$ cat src/rtl/key_event_arbiter_pkg.sv
// key_evt_pkg: repeat-FSM encoding and counter sizing shared by the key event path
package key_evt_pkg;
  typedef enum logic [1:0] {IDLE, DELAY, REPEAT} rep_state_t;
  function automatic int cnt_w(input int n);
    return (n < 2) ? 1 : $clog2(n);
  endfunction
endpackage

$ cat src/rtl/key_event_arbiter_if.sv
// key_event_arbiter_if: valid/ready key event port
interface key_event_arbiter_if #(parameter int NKEYS = 4);
  logic evt_valid;
  logic evt_ready;
  logic evt_repeat;
  logic [$clog2(NKEYS)-1:0] evt_id;
  modport master(output evt_valid, evt_id, evt_repeat, input evt_ready);
  modport slave(input evt_valid, evt_id, evt_repeat, output evt_ready);
endinterface

$ cat src/rtl/key_event_arbiter_channel.sv
// key_channel: one key's synchroniser, debouncer and auto-repeat FSM, emitting single-cycle event pulses
module key_channel
  import key_evt_pkg::*;
#(
  parameter int DEB_CYCLES     = 500000,
  parameter int REP_DELAY      = 25000000,
  parameter int REP_PERIOD     = 5000000,
  parameter int KEY_ACTIVE_LOW = 1
) (
  input  logic clk,
  input  logic rst,
  input  logic key_in,
  input  logic repeat_en,
  output logic key_state,
  output logic evt,
  output logic evt_repeat
);
  localparam int DW = cnt_w(DEB_CYCLES);
  localparam int TW = cnt_w(REP_DELAY > REP_PERIOD ? REP_DELAY : REP_PERIOD);
  logic [1:0] sync;
  logic [DW-1:0] deb_cnt;
  logic [TW-1:0] tmr, tmr_n;
  logic ks_d;
  rep_state_t st, st_n;
  always_ff @(posedge clk) begin
    if (rst) begin
      sync      <= '0;
      deb_cnt   <= '0;
      key_state <= 1'b0;
      ks_d      <= 1'b0;
      st        <= IDLE;
      tmr       <= '0;
    end else begin
      sync <= {sync[0], (KEY_ACTIVE_LOW != 0) ? ~key_in : key_in};
      ks_d <= key_state;
      if (sync[1] == key_state) deb_cnt <= '0;
      else if (deb_cnt == DW'(DEB_CYCLES - 1)) begin
        deb_cnt   <= '0;
        key_state <= ~key_state;
      end else deb_cnt <= deb_cnt + 1'b1;
      st  <= st_n;
      tmr <= tmr_n;
    end
  end
  // A release or a dropped enable aborts repeating; only a fresh press re-arms
  always_comb begin
    st_n       = st;
    evt        = 1'b0;
    evt_repeat = 1'b0;
    if (st == IDLE) begin
      if (key_state && !ks_d) begin
        st_n = DELAY;
        evt  = 1'b1;
      end
    end else if (!key_state || !repeat_en) st_n = IDLE;
    else if (tmr == TW'((st == DELAY ? REP_DELAY : REP_PERIOD) - 1)) begin
      st_n       = REPEAT;
      evt        = 1'b1;
      evt_repeat = 1'b1;
    end
    tmr_n = (st_n != st || evt || st == IDLE) ? '0 : tmr + 1'b1;
  end
endmodule

$ cat src/rtl/key_event_arbiter.sv
// key_event_arbiter: per-key event channels serialised onto one valid/ready port by a round-robin arbiter
module key_event_arbiter
  import key_evt_pkg::*;
#(
  parameter int NKEYS          = 4,
  parameter int DEB_CYCLES     = 500000,
  parameter int REP_DELAY      = 25000000,
  parameter int REP_PERIOD     = 5000000,
  parameter int KEY_ACTIVE_LOW = 1
) (
  input  logic                     clk,
  input  logic                     rst,
  input  logic [NKEYS-1:0]         key_in,
  input  logic [NKEYS-1:0]         repeat_en,
  output logic [NKEYS-1:0]         key_state,
  output logic                     evt_drop,
  key_event_arbiter_if.master      evt
);
  localparam int IW = cnt_w(NKEYS);
  logic [NKEYS-1:0] ev, ev_rep, pend, prep, clr, take;
  logic [IW-1:0] ptr, gnt, idx;
  logic any, hs;
  for (genvar g = 0; g < NKEYS; g++) begin : g_ch
    key_channel #(
      .DEB_CYCLES(DEB_CYCLES),
      .REP_DELAY(REP_DELAY),
      .REP_PERIOD(REP_PERIOD),
      .KEY_ACTIVE_LOW(KEY_ACTIVE_LOW)
    ) u_ch (
      .clk(clk),
      .rst(rst),
      .key_in(key_in[g]),
      .repeat_en(repeat_en[g]),
      .key_state(key_state[g]),
      .evt(ev[g]),
      .evt_repeat(ev_rep[g])
    );
  end
  assign hs   = evt.evt_valid && evt.evt_ready;
  assign clr  = NKEYS'(hs) << evt.evt_id;
  assign take = ev & (~pend | clr);
  // Scan from the highest offset down so the first pending key after ptr wins
  always_comb begin
    gnt = '0;
    any = 1'b0;
    idx = '0;
    for (int i = NKEYS - 1; i >= 0; i--) begin
      idx = IW'((int'(ptr) + i) % NKEYS);
      if (pend[idx]) begin
        gnt = idx;
        any = 1'b1;
      end
    end
  end
  // A key's pending flag stays set while its event sits in the output register
  always_ff @(posedge clk) begin
    if (rst) begin
      pend           <= '0;
      prep           <= '0;
      ptr            <= '0;
      evt_drop       <= 1'b0;
      evt.evt_valid  <= 1'b0;
      evt.evt_id     <= '0;
      evt.evt_repeat <= 1'b0;
    end else begin
      pend     <= ev | (pend & ~clr);
      prep     <= (take & ev_rep) | (~take & prep);
      evt_drop <= evt_drop || (|(ev & pend & ~clr));
      if (hs) begin
        evt.evt_valid <= 1'b0;
        ptr           <= (evt.evt_id == IW'(NKEYS - 1)) ? '0 : evt.evt_id + 1'b1;
      end else if (!evt.evt_valid && any) begin
        evt.evt_valid  <= 1'b1;
        evt.evt_id     <= gnt;
        evt.evt_repeat <= prep[gnt];
      end
    end
  end
endmodule

$ cat src/flat_wrapper.sv
// flat-port wrapper written by rule: the top's interface ports become plain ports
module key_event_arbiter_flat import key_evt_pkg::*;
#(
  parameter int NKEYS          = 4,
  parameter int DEB_CYCLES     = 500000,
  parameter int REP_DELAY      = 25000000,
  parameter int REP_PERIOD     = 5000000,
  parameter int KEY_ACTIVE_LOW = 1
)
  (clk, rst, key_in, repeat_en, key_state, evt_drop, evt_evt_valid, evt_evt_id, evt_evt_repeat, evt_evt_ready);
  key_event_arbiter_if #(.NKEYS(NKEYS)) evt_i ();
  input  logic clk;
  input  logic rst;
  input  logic [NKEYS-1:0] key_in;
  input  logic [NKEYS-1:0] repeat_en;
  output logic [NKEYS-1:0] key_state;
  output logic evt_drop;
  output wire logic [$bits(evt_i.evt_valid)-1:0] evt_evt_valid;
  output wire logic [$bits(evt_i.evt_id)-1:0] evt_evt_id;
  output wire logic [$bits(evt_i.evt_repeat)-1:0] evt_evt_repeat;
  input wire logic [$bits(evt_i.evt_ready)-1:0] evt_evt_ready;
  assign evt_evt_valid = evt_i.evt_valid;
  assign evt_evt_id = evt_i.evt_id;
  assign evt_evt_repeat = evt_i.evt_repeat;
  assign evt_i.evt_ready = evt_evt_ready;
  key_event_arbiter #(.NKEYS(NKEYS), .DEB_CYCLES(DEB_CYCLES), .REP_DELAY(REP_DELAY), .REP_PERIOD(REP_PERIOD), .KEY_ACTIVE_LOW(KEY_ACTIVE_LOW)) u_core (.clk(clk), .rst(rst), .key_in(key_in), .repeat_en(repeat_en), .key_state(key_state), .evt_drop(evt_drop), .evt(evt_i));
endmodule
$ cat config.mk
export PLATFORM = sky130hd
export DESIGN_NAME = key_event_arbiter_flat
export DESIGN_NICKNAME = d
export VERILOG_FILES = /design/src/rtl/key_event_arbiter_pkg.sv /design/src/rtl/key_event_arbiter_if.sv /design/src/rtl/key_event_arbiter_channel.sv /design/src/rtl/key_event_arbiter.sv /design/src/flat_wrapper.sv
export SDC_FILE = /design/constraint.sdc
export NUM_CORES = 1
export LEC_CHECK = 0
export BUFFER_PORTS_ARGS = -buffer_cell sky130_fd_sc_hd__buf_4
export CAP_MARGIN = 10
export CORE_ASPECT_RATIO = 0.7
export CORE_MARGIN = 2
export CORE_UTILIZATION = 52
export DETAILED_ROUTE_END_ITERATION = 8
export PLACE_DENSITY = 0.71
export SLEW_MARGIN = 5
export SYNTH_ARGS = -nofsm -noshare
export SYNTH_HDL_FRONTEND = slang
export SYNTH_HIERARCHICAL = 1
export SYNTH_SLANG_ARGS = --single-unit
export TNS_END_PERCENT = 10
$ cat constraint.sdc
create_clock -name clk -period 2.1 [get_ports clk]
set_clock_uncertainty 0.15 [all_clocks]
set_input_delay 0.105 -clock clk [delete_from_list [all_inputs] [get_ports clk]]
set_output_delay 0.105 -clock clk [all_outputs]
set_load 0.03 [all_outputs]
==> reports/qor.yml <==
hold_path.class: "in -> reg"
worst-path-max-fanout: 5
grt_pass1_wl_um: 37800
syn_area_um2: 10100
setup_violations: 0
seq_area_um2: 4310
io-pin-count: 20
fmax_ghz: 0.490
drc: 0
worstMarginPinSlew_ns: 0.527
cp-start-kind: "register"
syn_nets: 1174
post-route-min-period_ns: 2.04
power_mw: 8.11
die_height_um: 120
dpl.cell_count: 1483
finalCritPeriodShare_pct: 97.3
hold_path_depth: 3
min_from: "evt_evt_ready"
drtIter0Drc: 748
synth.top_cells.by_area: "dfxtp_1 (43%), xor2_1 (5.3%), xnor2_1 (5.2%)"
gp_congestion: 0.852
crit_chain: "nand3_1, or4b_2, or3_1, a21oi_1"
p_comb_share_pct: 1.0
switching_share_pct: 20.3
gr-total-overflow: 0
synth-seq-area-share_pct: 42.7
wl_per_cell_um: 14.1
stdcell_count: 1538
die_w_um: 170
grt_max_degree: 34
p_int_mw: 6.46
clock_sinks: 215
coreArea_um2: 19000
power_frac_seq_pct: 50.5
synth_top_flop_cell: "dfxtp_1"
worstPathArrival_ns: 2.30
fin_nets: 1278
critPathLaunch: "u_core/g_ch[0].u_ch/deb_cnt[15]"
critPathCaptureType: "register"
rr_startpoint: "u_core/g_ch[0].u_ch/deb_cnt[15]"
die_area_um2: 20500
hold_path_end: "u_core/evt.evt_valid"
rrSetupSlack_ns: 0.06
area_growth_syn_to_layout_pct: 19.1
crit_path_max_incr_delay_ns: 0.70
outcome: "completed"
r2r_end: "u_core/g_ch[0].u_ch/key_state"
nFillCells: 1626
path_class: "reg -> reg"
cp_slowest_cell: "or4b_2"
syn_avg_cell_area_um2: 8.73
required_ns: 2.36
peakVddDrop_mv: 0.571
drt-total-wl_um: 21700
cts-root-buf: "clkbuf_16"
insertion_delay_ns: 0.50
netSwitchingPower_mw: 1.64
antenna_cells: 0
cts_buffer_depth: 3
yosys_warnings: 6
cap_viol_max_count: 0
multi_input_area_um2: 5560
rows: 42
synth_top_area_share_pct: 42.7
ys_seq_elements: 215
path_buf_inv: 0
ant_nets: 0
grt_pass1_vias: 8116
synth_most_common_cell: "dfxtp_1"
hold_violations: 0
grt_util_all_layers_pct: 21.6
dr.pass1.iters: 5
portBuffers: 19
antenna_found_initial: 0
leakage_nw: 3.95
cts_max_level: 1
synth_largest_area_cell: "dfxtp_1"
cp_top_family: "simple AND/OR/NAND/NOR gates"
cts_tree: "done"
clk_pin_slew_ns: 0.06
cts_buffers: 22
clkPwrFrac_pct: 48.5
syn_inst: 1154
vias: 8682
reg2reg_depth: 4
maxSlewViolCount: 0
synth_edf_count: 0
viasPerCell: 5.64
initial_core_util_pct: 53.1
synth_cell_types: 61
power_density_nw_per_um2: 676
drive_gt1_share_pct: 14.6
async_reset_ff_share_pct: 0
dp_hpwl_um: 15000
relSlewSlack_pct: 64.6
synthTopCellsByCount: "dfxtp_1 (215), nor2_1 (132), nand2_1 (73)"
-- layout by cell type (no fill, tap or decap), types with 30 or more instances in the layout --
| cell type | netlist | routed |
|---|---|---|
| dfxtp_1 | 215 | 209 |
| nor3_1 | 72 | 71 |
| xor2_1 | 61 | 61 |
| nor2_1 | 132 | 132 |
| a21oi_1 | 30 | 30 |
| buf_4 | 7 | 99 |
| inv_1 | 33 | 33 |
| nand4_1 | 44 | 44 |
| nand2_1 | 73 | 73 |
| nand3_1 | 72 | 72 |
| xnor2_1 | 60 | 60 |
-- metrics by stage --
| stage | setup slack (ns) | hold WS (ns) | area (µm²) | TNS [ns] | util, % |
|---|---|---|---|---|---|
| after global routing | -0.0149 | 0.243 | 12000 | -0.0149 | 63.3 |
| final | 0.0576 | 0.241 | 12000 | 0 | 63.3 |
| after global placement | 0.0577 | 0.108 | 11100 | 0 | 58.3 |
| after CTS | 0.0135 | 0.225 | 11900 | 0 | 62.9 |
| after floorplan | 0.00178 | 0.0217 | 10100 | 0 | - |
| after detailed placement | 0.0231 | 0.107 | 11100 | 0 | 58.3 |
-- flip-flops by register name, summed over array words and instances (netlist names), named ones only --
signal and flops:
u_core/g_ch.u_ch/sync 8, u_core/ptr 2, u_core/pend 4, u_core/evt_drop 1, u_core/g_ch.u_ch/ks_d 4, u_core/evt.evt_repeat 1, u_core/g_ch.u_ch/tmr 100, u_core/g_ch.u_ch/st 8
u_core/evt.evt_valid 1, u_core/g_ch.u_ch/deb_cnt 76, u_core/evt.evt_id 2, u_core/g_ch.u_ch/key_state 4
-- area by class of cell --
cell class              count  share of cell area (%)
clock buffers              32                    5.58
clock inverters             8                   0.563
inverters                  33                    1.03
multi-input cells         870                    46.3
flip-flops and latches    215                    35.9
well taps                 264                    2.75
repair buffers            116                    7.86
-- power groups by stage --
| stage | Sequential (mW) | Combinational [mW] | Clock, mW |
|---|---|---|---|
| after floorplan | 4.18 | 0.0253 | 0 |
| after detailed placement | 4.18 | 0.0654 | 0 |
| after global routing | 4.09 | 0.0944 | 4.20 |
| final | 4.09 | 0.0845 | 3.93 |
| after global placement | 4.18 | 0.0654 | 0 |
| after CTS | 4.09 | 0.0856 | 4.03 |
-- worst max path at each step --
stage | to | slack [ns] | depth (start not counted)
2_1_floorplan | u_core/evt_drop | 0.002 | 9
3_3_place_gp | u_core/evt_drop | 0.06 | 8
3_5_place_dp | register | 0.02 | 8
4_1_cts | u_core/evt_drop | 0.01 | 8
5_1_grt | register | -0.01 | 8
6_report | u_core/g_ch[0].u_ch/key_state | 0.06 | 4
-- timing repair --
item	CTS	global route
endpoints found under the setup margin	0	82
endpoints found under the hold margin	34	0
buffers inserted	0	1
hold buffers	14	0
resized for setup	0	16
-- kinds of logic after synthesis --
family / share of synthesized area (%)
fa+ha+maj: 1.12
compound gates: 9.84
buf+inv: 3.23
xor+xnor: 10.5
simple gates: 31.8
flops: 42.7
mux: 0.795
-- worst min-delay path: stages --
cell and delay, ns:
dlygate4sd3_1 0.53, buf_4 0.14, a211oi_1 0.07
-- routing by layer --
| layer | vias to the layer above | share of wire (%) | GRT usage [%] |
|---|---|---|---|
| li1 | 4421 | - | - |
| met1 | 4072 | 52 | 32.0 |
| met2 | 156 | 42 | 33.2 |
| met3 | 33 | 3.6 | 2.91 |
| met4 | 0 | 1.9 | 5.02 |
| met5 | - | 0 | 0 |
(Power assumes the default switching activity.)
